## src/rtl/divider_32bit_seq.sv

```systemverilog
// Sequential 32-bit restoring divider, one quotient bit per clock.
// Contains the subtractor_32bit trial subtractor and the divider_32bit_seq top.
// Define DIV_SIGNED_EN to add the signed_op port and signed (truncating) division.

module subtractor_32bit (
  input  logic [31:0] a_i,
  input  logic [31:0] b_i,
  output logic [31:0] diff_o,
  output logic        borrow_o
);

  // 33-bit subtraction; the top bit is the borrow (set when a_i < b_i)
  assign {borrow_o, diff_o} = {1'b0, a_i} - {1'b0, b_i};

endmodule

module divider_32bit_seq #(
  parameter int WIDTH = 32,
  parameter int CNT_W = 6
) (
  input  logic             clk,
  input  logic             reset,
  input  logic             start,
  input  logic [WIDTH-1:0] dividend,
  input  logic [WIDTH-1:0] divisor,
`ifdef DIV_SIGNED_EN
  input  logic             signed_op,
`endif
  output logic             busy,
  output logic             done,
  output logic [WIDTH-1:0] quotient,
  output logic [WIDTH-1:0] remainder,
  output logic             div_by_zero
);

  typedef enum logic [1:0] {
    IDLE = 2'd0,
    CALC = 2'd1,
    FIX  = 2'd2,
    DONE = 2'd3
  } state_t;

  localparam logic [CNT_W-1:0] LAST_CNT = CNT_W'(WIDTH - 1);

  state_t           state_q, state_d;
  logic [CNT_W-1:0] cnt_q, cnt_d;
  logic [WIDTH-1:0] remAcc_q, remAcc_d;
  logic [WIDTH-1:0] quoAcc_q, quoAcc_d;
  logic [WIDTH-1:0] divisor_q, divisor_d;
  logic [WIDTH-1:0] quotient_q, quotient_d;
  logic [WIDTH-1:0] remainder_q, remainder_d;
  logic             divByZero_q, divByZero_d;

  logic [WIDTH:0]   shifted;
  logic [WIDTH-1:0] diff;
  logic             borrow;
  logic             ge;
  logic [WIDTH-1:0] remNext;
  logic [WIDTH-1:0] quoNext;
  logic [WIDTH-1:0] dividendMag;
  logic [WIDTH-1:0] divisorMag;

`ifdef DIV_SIGNED_EN
  logic signedOp_q, signedOp_d;
  logic negQuo_q, negQuo_d;
  logic negRem_q, negRem_d;

  // Signed operands are reduced to magnitudes at accept; -2^31 maps onto itself, which is the correct unsigned magnitude
  always_comb begin
    dividendMag = (signed_op && dividend[WIDTH-1]) ? -dividend : dividend;
    divisorMag  = (signed_op && divisor[WIDTH-1])  ? -divisor  : divisor;
  end
`else
  assign dividendMag = dividend;
  assign divisorMag  = divisor;
`endif

  // Trial subtraction of the divisor from the low word of the shifted partial remainder
  assign shifted = {remAcc_q, quoAcc_q[WIDTH-1]};

  subtractor_32bit uSub (
    .a_i      (shifted[WIDTH-1:0]),
    .b_i      (divisor_q),
    .diff_o   (diff),
    .borrow_o (borrow)
  );

  // A set 33rd bit already guarantees shifted >= divisor; the low 32 bits of diff stay exact because the result is below divisor
  assign ge      = shifted[WIDTH] | ~borrow;
  assign remNext = ge ? diff : shifted[WIDTH-1:0];
  assign quoNext = {quoAcc_q[WIDTH-2:0], ge};

  // Next-state and datapath decisions; everything holds unless the state says otherwise
  always_comb begin
    state_d     = state_q;
    cnt_d       = cnt_q;
    remAcc_d    = remAcc_q;
    quoAcc_d    = quoAcc_q;
    divisor_d   = divisor_q;
    quotient_d  = quotient_q;
    remainder_d = remainder_q;
    divByZero_d = divByZero_q;
`ifdef DIV_SIGNED_EN
    signedOp_d  = signedOp_q;
    negQuo_d    = negQuo_q;
    negRem_d    = negRem_q;
`endif
    unique case (state_q)
      IDLE: begin
        if (start) begin
          divisor_d   = divisorMag;
          remAcc_d    = '0;
          quoAcc_d    = dividendMag;
          cnt_d       = '0;
          divByZero_d = 1'b0;
`ifdef DIV_SIGNED_EN
          signedOp_d  = signed_op;
          negQuo_d    = signed_op & (dividend[WIDTH-1] ^ divisor[WIDTH-1]);
          negRem_d    = signed_op & dividend[WIDTH-1];
`endif
          if (divisor == '0) begin
            state_d     = DONE;
            quotient_d  = '1;
            remainder_d = dividend;
            divByZero_d = 1'b1;
          end else begin
            state_d = CALC;
          end
        end
      end
      CALC: begin
        remAcc_d = remNext;
        quoAcc_d = quoNext;
        cnt_d    = cnt_q + 1'b1;
        if (cnt_q == LAST_CNT) begin
`ifdef DIV_SIGNED_EN
          if (signedOp_q) begin
            state_d = FIX;
          end else begin
            state_d     = DONE;
            quotient_d  = quoNext;
            remainder_d = remNext;
          end
`else
          state_d     = DONE;
          quotient_d  = quoNext;
          remainder_d = remNext;
`endif
        end
      end
`ifdef DIV_SIGNED_EN
      FIX: begin
        state_d     = DONE;
        quotient_d  = negQuo_q ? -quoAcc_q : quoAcc_q;
        remainder_d = negRem_q ? -remAcc_q : remAcc_q;
      end
`endif
      DONE: begin
        state_d = IDLE;
      end
      default: begin
        state_d = IDLE;
      end
    endcase
  end

  // State and datapath registers with synchronous reset that also aborts any running division
  always_ff @(posedge clk) begin
    if (reset) begin
      state_q     <= IDLE;
      cnt_q       <= '0;
      remAcc_q    <= '0;
      quoAcc_q    <= '0;
      divisor_q   <= '0;
      quotient_q  <= '0;
      remainder_q <= '0;
      divByZero_q <= 1'b0;
`ifdef DIV_SIGNED_EN
      signedOp_q  <= 1'b0;
      negQuo_q    <= 1'b0;
      negRem_q    <= 1'b0;
`endif
    end else begin
      state_q     <= state_d;
      cnt_q       <= cnt_d;
      remAcc_q    <= remAcc_d;
      quoAcc_q    <= quoAcc_d;
      divisor_q   <= divisor_d;
      quotient_q  <= quotient_d;
      remainder_q <= remainder_d;
      divByZero_q <= divByZero_d;
`ifdef DIV_SIGNED_EN
      signedOp_q  <= signedOp_d;
      negQuo_q    <= negQuo_d;
      negRem_q    <= negRem_d;
`endif
    end
  end

  assign busy        = (state_q == CALC) || (state_q == FIX);
  assign done        = (state_q == DONE);
  assign quotient    = quotient_q;
  assign remainder   = remainder_q;
  assign div_by_zero = divByZero_q;

endmodule

```

## config.mk

```make
export PLATFORM = sky130hd
export DESIGN_NAME = divider_32bit_seq
export DESIGN_NICKNAME = d
export VERILOG_FILES = /design/src/rtl/divider_32bit_seq.sv
export SDC_FILE = /design/constraint.sdc
export NUM_CORES = 1
export LEC_CHECK = 0
export CELL_PAD_IN_SITES_DETAIL_PLACEMENT = 1
export CELL_PAD_IN_SITES_GLOBAL_PLACEMENT = 1
export CORE_MARGIN = 2
export CORE_UTILIZATION = 40
export DETAILED_ROUTE_END_ITERATION = 10
export HOLD_SLACK_MARGIN = 0.06
export PLACE_DENSITY = 0.89
export SETUP_SLACK_MARGIN = 0.3
export SYNTH_ARGS = -nofsm -noshare
export SYNTH_HDL_FRONTEND = slang
export SYNTH_SLANG_ARGS = --single-unit
```

## constraint.sdc

```tcl
create_clock -name clk -period 5.26 [get_ports clk]
set_input_delay 0.526 -clock clk [delete_from_list [all_inputs] [get_ports clk]]
set_output_delay 0.526 -clock clk [all_outputs]
set_load 0.005 [all_outputs]
```

==> out/qor.csv <==
stage,metric,value,unit
run_status,status,finished clean,
pwr,Net Switching,1.90,mW
clocking,post-cts hold buffer count,0,
sta,Final min period,3.56,ns
yosys,"top cells by count, synth","dfxtp_1 (169), nand2_1 (163), nor2_1 (141)",
sta,clock skew,0.0119,ns
route,post-DR vias/cell,5.69,
hold_path,Hold Crit Class,flip-flop to flip-flop,
route,Routed Antenna Nets,0,
setup_path,Worst Path Arrival,3.92,ns
pwr,P_leak,4.14,nW
yosys,syn_nets,1262,
sta,Slew @ Worst Pin,1.16,ns
yosys,synthesized area,9200,um2
final_layout,number of antenna diodes,0,
clocking,Bufs on Longest Clock Path,2,
floorplan,# rows,55,
clocking,Clock Tree Root,clkbuf_16,
floorplan,overall die height,156,um
yosys,most instantiated library cell after synthesis,dfxtp_1,
setup_path,R2R Setup Slk,1.70,ns
pwr,Sw Share,0.394,
yosys,number of synthesized flops with an enable pin,0,
clocking,CTS H-tree lvls,4,
setup_path,largest fanout on the critical path,49,
setup_path,worst-path cell chain,"inv_1, ha_1, fa_1, nand2b_1, a21oi_2, o211ai_4, a21boi_4, o2111ai_4, nand2_4, mux2i_1, or3_1, a21oi_1",
global_routing,gr busiest metal,met2,
pwr,Clock power frac,0.261,
yosys,Synth warnings,0,
pwr,Flop pwr share,0.334,
setup_path,"slowest stage delay, CP",0.53,ns
route,drt initial violations,501,
setup_path,crit end category,flip-flop,
sta,RSZ-0062 raised after global routing,no,
sta,final count of negative-setup-slack endpoints,0,
final_layout,layout cells sized above 1,0.0617,
place,post-DP HPWL,20600,um
floorplan,core area,22600,um2
pwr,pwr/cell area,431,nW/um2
floorplan,Die Wd,156,um
setup_path,Critical Path RT,5.62,ns
global_routing,met2 Usage GRT,0.369,
run,max-cap viol count,0,
pwr,Total Power,4.83,mW
setup_path,Top delay family on crit path,simple AND/OR/NAND/NOR gates,
route,Total Wirelength,28700,um
route,router iterations before antenna repair,5,
pwr,combinational power share,0.405,
yosys,syn avg cell area,7.94,um2
setup_path,"slowest stage cell, crit path",nand2_4,
yosys,async set or reset register ratio after synthesis,0,
clocking,cts repair resizes,0,
clocking,Worst-path clk slew,0.07,ns
floorplan,initial core utilization,0.406,
final_layout,Synth-to-Final Area Change,21.9,%
route,Wirelength per Cell,18.7,um
sta,Fin Setup TNS,0,ns
clocking,TritonCTS clock tree,built,
yosys,sequential fraction of the synthesis area,0.368,
sta,worst hold slack,0.459,ns
sta,f_max,281,MHz
yosys,top_reg_cell synth,dfxtp_1,
global_routing,GRT Residual Overflow,0,
sta,Slew headroom,0.227,
floorplan,Die ar.,24200,um2
setup_path,Setup CP Type,flip-flop to flip-flop,
setup_path,worst reg-to-reg path cell count,12,
hold_path,min-delay src,divisor_q[11],
yosys,post-synth cell types,77,
global_routing,grt met1 use,0.337,
clocking,Post-CTS Setup Inserts,0,
yosys,synthesis-stage register bit count,169,
hold_path,hold path depth,2,
pwr,P_int,2.93,mW
final_layout,nets,1339,
place,Final Wtd Congestion,0.890,
sta,Final period util,0.677,
setup_path,crit start category,flip-flop,
clocking,CTS buffer count,17,
setup_path,CP Buf/Inv Count,1,
global_routing,initial antenna violation count,0,
setup_path,Critical R2R Capture,remAcc_q[9],
setup_path,worst r2r src,quoAcc_q[31],
global_routing,total track usage,0.236,
yosys,post-synth top area share,0.368,
global_routing,GRT met3 Usage,0.0333,
yosys,Synth area leader,dfxtp_1,
yosys,Synth Instances,1158,
global_routing,first-pass GRT wire length,45500,um
yosys,main area contributors after synthesis,"dfxtp_1 (37%), nand2_1 (6.7%), nor2_1 (5.8%)",
clocking,Clock Latency Late Sink,0.44,ns
pwr,peak supply drop,0.000194,V
global_routing,vias in the first global route,8505,
route,via count,8718,
place,IO buf count,133,
global_routing,largest net degree at the start of global routing,90,
clocking,clock tree sinks,169,
sta,final hold vios,0,
hold_path,end of the worst hold path,divisor_q[11],
route,drt drc,0,
floorplan,# IOs,134,
sta,max-slew violation count,0,
[routing by layer]
| layer | vias to the layer above | share of wire | wire (um) |
|---|---|---|---|
| met3 | 34 | 0.048 | 1380 |
| met4 | 0 | 0.017 | 489 |
| met1 | 4198 | 0.49 | 14000 |
| li1 | 4240 | - | - |
| met5 | - | 0 | 0 |
| met2 | 246 | 0.45 | 12800 |
[area by class of cell]
type / count / area [um2]
inverters: 48 / 180
clock inverters: 14 / 153
flip-flops and latches: 169 / 3380
fillers: 2736 / 11400
clock buffers: 18 / 429
multi-input cells: 858 / 5320
well taps: 285 / 357
repair buffers: 141 / 1390
[layout by cell type, fill, tap and decap left out, drive strengths merged, types with 15 or more instances in the layout]
| cell | instances |
|---|---|
| a21o | 15 |
| o21ai | 58 |
| xnor2 | 15 |
| nand2b | 21 |
| nor3 | 15 |
| a21oi | 107 |
| nand2 | 164 |
| nor2 | 141 |
| inv | 57 |
| dfxtp | 169 |
| a211oi | 25 |
| mux2i | 31 |
| clkbuf | 18 |
| or3 | 46 |
| nand3 | 16 |
| a311oi | 30 |
| clkdlybuf4s50 | 132 |
| ha | 36 |
[power groups by stage]
stage / sequential, mW / clock [mW] / combinational, mW
after CTS: 1.61 / 1.27 / 1.94
after floorplan: 1.60 / 0 / 1.34
final: 1.61 / 1.26 / 1.96
after global routing: 1.63 / 1.33 / 2.13
after detailed placement: 1.64 / 0 / 1.92
after global placement: 1.63 / 0 / 1.86
[tightest hold or removal path, delay by kind of cell (launching register included)]
kind / cells / cell delay (ns)
AO/OA/AOI/OAI: 1 / 0.05
flip-flops: 1 / 0.31
AND/OR/NAND/NOR: 1 / 0.05
[how the worst max path moves through the flow]
stage	endpoint	cells after the start	slack, ns	start
final	remAcc_q[9]	12	1.70	quoAcc_q[31]
after global routing	remainder[20]	11	1.35	quoAcc_q[31]
after CTS	remAcc_q[9]	12	1.72	quoAcc_q[31]
after detailed placement	remainder[31]	9	1.59	divisor[3]
after global placement	remainder[25]	9	1.72	divisor[23]
after floorplan	remainder[17]	13	2.42	quoAcc_q[31]
[through the flow]
stage	cell area (um2)	worst slack, ns	instances	util
finish	11200	1.70	1533	0.495
detailed placement	10600	1.59	1501	0.470
global placement	10600	1.72	1501	0.470
floorplan	9200	2.42	1158	-
CTS	11200	1.72	1533	0.495
global route	11200	1.35	1533	0.495
[state kept, by name, indices dropped and copies added (netlist names)]
name         count
remAcc_q        32
remainder       32
quoAcc_q        32
div_by_zero      1
cnt_q            6
divisor_q       32
quotient        32
state_q          2
[logic make-up after synthesis]
| group | Yosys count | synth area share |
|---|---|---|
| AO/OA/AOI/OAI | 316 | 0.240 |
| XOR/XNOR | 26 | 0.0256 |
| adder cells (fa/ha/maj) | 37 | 0.0511 |
| buffers and inverters | 131 | 0.0575 |
| flip-flops | 169 | 0.368 |
| multiplexers | 35 | 0.0386 |
| AND/OR/NAND/NOR | 444 | 0.220 |
(Power assumes the default switching activity.)
